<file path="src/rtl/dmem_selfcheck.sv">
// rtl/dmem_selfcheck.sv - word data memory with a hardware self-check FSM over the CPU store stream
// Optional feature macro: DMEM_MISALIGN_TRAP_EN (trap misaligned stores while running)
module dmem_selfcheck #(
    parameter int          ADDR_W       = 6,
    parameter logic [31:0] PASS_ADDR    = 32'd84,
    parameter logic [31:0] PASS_DATA    = 32'd7,
    parameter logic [31:0] SCRATCH_ADDR = 32'd80,
    parameter int          TIMEOUT      = 4096
) (
    input  logic        clk,
    input  logic        rst,
    input  logic        memwrite,
    input  logic [31:0] dataadr,
    input  logic [31:0] writedata,
    output logic [31:0] readdata,
    output logic        done,
    output logic        pass,
    output logic        fail,
    output logic [1:0]  fail_code,
    output logic [15:0] store_cnt
);
    typedef enum logic [1:0] {
        RUN  = 2'd0,
        PASS = 2'd1,
        FAIL = 2'd2
    } state_t;

    localparam logic [31:0] TIMER_LAST = 32'(TIMEOUT - 1);

    state_t            state;
    state_t            state_next;
    logic [1:0]        code_next;
    logic [31:0]       timer;
    logic [31:0]       ram [0:2**ADDR_W-1];
    logic              we;
    logic [ADDR_W-1:0] widx;
    logic              is_pass_adr;
    logic              is_scratch_adr;
    logic              misaligned;

    // An X strobe must never look like a store, to the RAM or to the FSM.
    assign we       = (memwrite === 1'b1);
    assign widx     = dataadr[ADDR_W+1:2];
    assign readdata = ram[widx];

    // Word compare: the byte-lane bits never select a different target word.
    assign is_pass_adr    = (dataadr[31:2] == PASS_ADDR[31:2]);
    assign is_scratch_adr = (dataadr[31:2] == SCRATCH_ADDR[31:2]);

`ifdef DMEM_MISALIGN_TRAP_EN
    assign misaligned = (dataadr[1:0] != 2'b00);
`else
    logic unused_low_bits;
    assign misaligned      = 1'b0;
    assign unused_low_bits = ^dataadr[1:0];
`endif

    always_ff @(posedge clk) begin
        if (we) begin
            ram[widx] <= writedata;
        end
    end

    always_comb begin
        state_next = state;
        code_next  = fail_code;
        if (state == RUN) begin
            if (we && misaligned) begin
                state_next = FAIL;
                code_next  = 2'd3;
            end else if (we && is_pass_adr && (writedata == PASS_DATA)) begin
                state_next = PASS;
            end else if (we && !is_scratch_adr) begin
                state_next = FAIL;
                code_next  = 2'd1;
            end else if (timer == TIMER_LAST) begin
                state_next = FAIL;
                code_next  = 2'd2;
            end
        end
    end

    always_ff @(posedge clk) begin
        if (rst) begin
            state     <= RUN;
            fail_code <= 2'd0;
            store_cnt <= 16'd0;
            timer     <= 32'd0;
        end else begin
            state     <= state_next;
            fail_code <= code_next;
            if (state == RUN) begin
                timer <= timer + 32'd1;
            end
            if (we && (store_cnt != 16'hFFFF)) begin
                store_cnt <= store_cnt + 16'd1;
            end
        end
    end

    assign pass = (state == PASS);
    assign fail = (state == FAIL);
    assign done = pass | fail;

endmodule

</file>
<file path="config.mk">
export PLATFORM = sky130hd
export DESIGN_NAME = dmem_selfcheck
export DESIGN_NICKNAME = d
export VERILOG_FILES = /design/src/rtl/dmem_selfcheck.sv
export SDC_FILE = /design/constraint.sdc
export NUM_CORES = 2
export LEC_CHECK = 0
export CAP_MARGIN = 40
export CORE_MARGIN = 1.5
export CORE_UTILIZATION = 56
export CTS_CLUSTER_DIAMETER = 80
export DETAILED_ROUTE_END_ITERATION = 10
export GPL_TIMING_DRIVEN = 0
export HOLD_SLACK_MARGIN = 0.08
export PLACE_DENSITY = 0.75
export REMOVE_ABC_BUFFERS = 1
export SETUP_SLACK_MARGIN = 0.5
export SLEW_MARGIN = 20
export SYNTH_ARGS = -nofsm -noshare
export SYNTH_HDL_FRONTEND = slang
export SYNTH_SLANG_ARGS = --single-unit
export TNS_END_PERCENT = 30
</file>
<file path="constraint.sdc">
create_clock -name clk -period 4.9 [get_ports clk]
set_input_delay 0.98 -clock clk [delete_from_list [all_inputs] [get_ports clk]]
set_output_delay 0.98 -clock clk [all_outputs]
set_load 0.02 [all_outputs]
</file>
### Word level (Yosys, flattened, before mapping)

Memories as Yosys holds them, arrays and structs flattened.
Cells that the tools add are included.

* $add $sub $neg: 2
* $mul: 0
* divide/modulo/power cells: 0
* order comparisons: 0
* eq/ne operators: 8
* shift operators: 0
* mux-type cells: 6
* bitwise gates (word level): 2
* reductions and logical operators: 10

Operators with widths (count)
* $eq A30 B5 Y1 const B: 2
* $add A32 B1 Y32 const B: 1
* $eq A32 B12 Y1 const B: 1
* $eq A32 B3 Y1 const B: 1
* $add A16 B1 Y16 const B: 1
* $ne A16 B16 Y1 const B: 1
* $mux W2: 4
* $logic_and A1 B1 Y1: 4
* $reduce_and A3 Y1: 1
* $reduce_bool A3 Y1: 1
* $eq A2 B1 Y1 const B: 1
* $eq A2 B2 Y1 const B: 1
* $logic_not A2 Y1: 1
* $mux W1: 2
* $reduce_and A2 Y1: 1
* $reduce_bool A2 Y1: 1
* $eqx A1 B1 Y1 const B: 1
* $logic_not A1 Y1: 1
* $not A1 Y1: 1
* $or A1 B1 Y1: 1

* register bits: 52
* bits in latches: 0
* bits in writable memories: 2048
* bits in read-only memories: 0
* input port bits: 67
* output and inout bits: 53
* memories kept: 1

Memory list
* ram: depth 64, bits a word 32, rd ports 1, clocked after memory_dff 0, wr ports 1, line 34 `logic [31:0] ram [0:2**ADDR_W-1];`

### Longest topological paths before layout

* word-level depth: 5
* depth in mapped cells: 8

### Least setup slack after synthesis

Ideal clock, no wire load.

* kind: input -> register
* from: input port dataadr[3]
* to: memory ram[54][0], enable pin
* setup time: 0.461 ns
* data arrival time: 4.517 ns
* required time: 4.439 ns
* path slack: -0.078 ns
* stages on the path: 7
* buffers on the path: 3
* cells stage by stage: clkbuf_1 -> clkbuf_1 -> clkbuf_1 -> inv_1 -> nor2_1 -> nand3_1 -> nor3_1

RTL lines
* from (decl): line 13 `input logic [31:0] dataadr,`
* to (decl): line 34

No word-level cell before the write port.

### Worst setup path in the final report

* from: input port dataadr[2]
* to: output port readdata[22]

* longest elaborated chain between the ends: 1

Ends and longest elaborated chain
* $mem_v2 Z64 W32
* to (decl): line 15 `output logic [31:0] readdata,`

No other way between the ends.

==> results by group <==
Floorplanning
  – Initial core utilization: 56.4%
  – Die ar.: 145000 sq um
  – Die boundary height: 380 microns
  – Core box area: 141000 sq um
  – Die span in x: 380 microns
  – Rows: 138
  – Number of top-level pins: 120

Global routing
  – First-pass GRT wire length: 356000 microns
  – Vias in the first global route: 45200
  – Initial antenna violation count: 16
  – All-Layer GR Usage: 36.1%
  – Pin count of the biggest net entering global routing: 57
  – Grt ovf: 0

Timing
  – Worst Setup Slack, final: 0.279 ns
  – Final worst-path cycle share: 94.3%
  – Clk_skew: 0.0253 ns
  – Least-Margin Pin Slew: 0.910 ns
  – Final min period: 4.62 ns
  – # setup viols final: 0
  – Fin. max-slew vios: 0
  – RSZ-0062 raised after global routing: yes
  – Slew Limit Headroom: 39.2%
  – Worst hold slack: 0.487 ns
  – Max Clk Rate: 216 MHz
  – Final hold vios: 0

Worst setup path
  – Startpoint Class: primary input
  – Critical path class: in2out
  – Critical Path RT: 3.92 ns
  – Worst-path fanout max: 11
  – Crit. End Element: output pin
  – Worst EP arrival: 3.64 ns

CTS
  – Worst-Skew Late Latency: 0.84 ns
  – Clock root buffer: clkbuf_16
  – Sink Count: 2100
  – CTS Buf Count: 196
  – CTS max path bufs: 3
  – Max H-tree Level: 4
  – Hold-fix buffers, CTS: 0
  – CTS tree: done
  – Clk slew on worst S/H paths: 0.06 ns

Route
  – Post-route ant nets: 0
  – Met1 wire length: 81200 microns
  – 1st-iter DRT viols: 7965
  – Pre-Repair DR Iteration Count: 8
  – Met2 Wirelength: 128000 microns
  – Vias per Instance: 7.49
  – Top sig layer: met5
  – Routed len/inst: 44.2 microns
  – Remaining DRCs: 0
  – Met3 wire length: 35600 microns
  – Via count: 45600
  – Final WL: 269000 microns

Power and ir drop
  – Lkg Pwr: 0.0302 uW
  – Pwr dens: 389 nW/um^2
  – Maximum vdd drop: 0.392 mV

Yosys
  – Most frequent cell after synthesis: edfxtp_1
  – Area share of the largest cell type after synthesis: 77.1%
  – Main synth FF type: edfxtp_1
  – Top post-synthesis cells by area: edfxtp_1, mux4_2, a22oi_1
  – Seq/Total Area, Yosys: 78.4%
  – Area of the mapped netlist: 79800 sq um
  – Avg Cell Area, Syn: 22.3 sq um
  – Synth cell types: 46
  – Syn Inst Count: 3582
  – EDFF count, synth: 2048
  – Post-synth ARST share: 0%
  – Cell taking the most area after synthesis: edfxtp_1
  – #FFs+latches synth: 2100
  – Synth cell count leaders: edfxtp_1, mux4_2, a22oi_1
  – Synth warnings: 0

Placement
  – Dpl hpwl: 129000 microns
  – Post-Place Setup Slack: -1.43 ns
  – Port Buffer Count: 117
  – Cell count after placement: 5608
  – RD Place Congestion: 0.756

Cells and area
  – Share of post-route cells with drive strength above 1: 32.8%
  – Area grow syn2layout: 20.7%
  – Non-filler cells, final: 6090
  – Fin nets: 4103

Min path
  – HP Class: in2reg

Flow run
  – Maxcap violations: 0

Run status
  – Status: finished clean
-- kinds of logic (layout without fill, tap and decap cells) --
kind of cell | after synthesis | in the layout | share of synthesized area [%]
xor gates and xnor gates | 35 | 35 | 0.384
buffers and inverters | 212 | 814 | 1.21
and+or+nand+nor | 297 | 301 | 1.96
DFF | 2100 | 2100 | 78.4
AOI/OAI and AO/OA | 416 | 416 | 3.45
adders and majority gates | 5 | 5 | 0.0784
muxes | 517 | 517 | 14.5
other | 0 | 12 | 0
-- metrics by stage --
step	total power (uW)	TNS [ns]	area [sq um]	util, %
finish	37500	0	96300	68.1
global placement	23600	-	82400	58.3
global route	38000	0	96300	68.1
detailed placement	22100	-59.00	87600	61.9
CTS	37000	0	95900	67.8
floorplan	21000	-66.46	78800	-
-- worst max-delay path, stage by stage --
cell           delay, ns
buf_16              0.10
buf_16              0.17
buf_6               0.23
buf_16              0.21
mux4_2              0.55
a22oi_2             0.33
a21oi_1             0.21
or4_4               0.49
dlygate4sd2_1       0.35
-- registers in the layout (all words and copies together), names as in the netlist --
name       cells
state          2
timer         32
ram         2048
fail_code      2
store_cnt     16
-- final cells by class --
| cell class | count | area, sq um |
|---|---|---|
| timing repair buffer | 451 | 7820 |
| clock inverter | 113 | 1010 |
| antenna | 12 | 30.0 |
| tap | 1890 | 2360 |
| multi-input combinational | 1274 | 17400 |
| clock buffer | 242 | 5170 |
| fill | 7973 | 45100 |
| inverter | 8 | 30.0 |
| sequential | 2100 | 62500 |
-- metal layers --
| layer | global-route usage (%) | vias to the layer above |
|---|---|---|
| met3 | 10.4 | 1319 |
| met2 | 57.0 | 5117 |
| met5 | 0 | - |
| met4 | 25.1 | 8 |
| li1 | - | 16300 |
| met1 | 43.2 | 22900 |
-- what timing repair did --
action | in CTS | in global routing
pin swaps | 17 | 6
endpoints found under the setup margin | 45 | 32
resized for setup | 223 | 51
cloned | 51 | 3
buffers inserted | 36 | 15
-- placed cells by master, fill, tap and decap left out, types with 13 or more instances in the layout --
cell type        instances
clkdlybuf4s50_1         46
buf_2                   42
clkinv_1                45
or4_1                   16
a21oi_1                102
buf_4                   65
buf_12                 101
mux4_2                 512
nand2_1                 21
buf_16                 130
a22oi_1                195
bufbuf_16               14
buf_6                   24
nor2_4                  59
clkbuf_16              203
clkbuf_1                41
a22oi_2                 62
nand3_1                 20
edfxtp_1              2048
nand4_1                 25
xor2_1                  23
nor3_1                  13
clkinv_2                30
or4_4                   18
nor4_1                  17
dfxtp_1                 52
a21oi_2                 37
nor2_1                  50
-- final timing paths --
check	from	end	slack, ns	cells after the start
max	dataadr[2]	readdata[22]	0.28	9
min	rst	store_cnt[7]	0.49	2
max reg2reg	state[1]	fail_code[0]	2.30	7
min reg2reg	timer[10]	timer[10]	0.50	2
-- report_power, final --
part / switching, uW / internal (uW) / total, uW
clock: 7090 / 8160 / 15300
combinational: 1380 / 959 / 2340
sequential: 56.0 / 19800 / 19900
total: 8530 / 28900 / 37500
No activity file was read; power rests on OpenSTA's default activity.
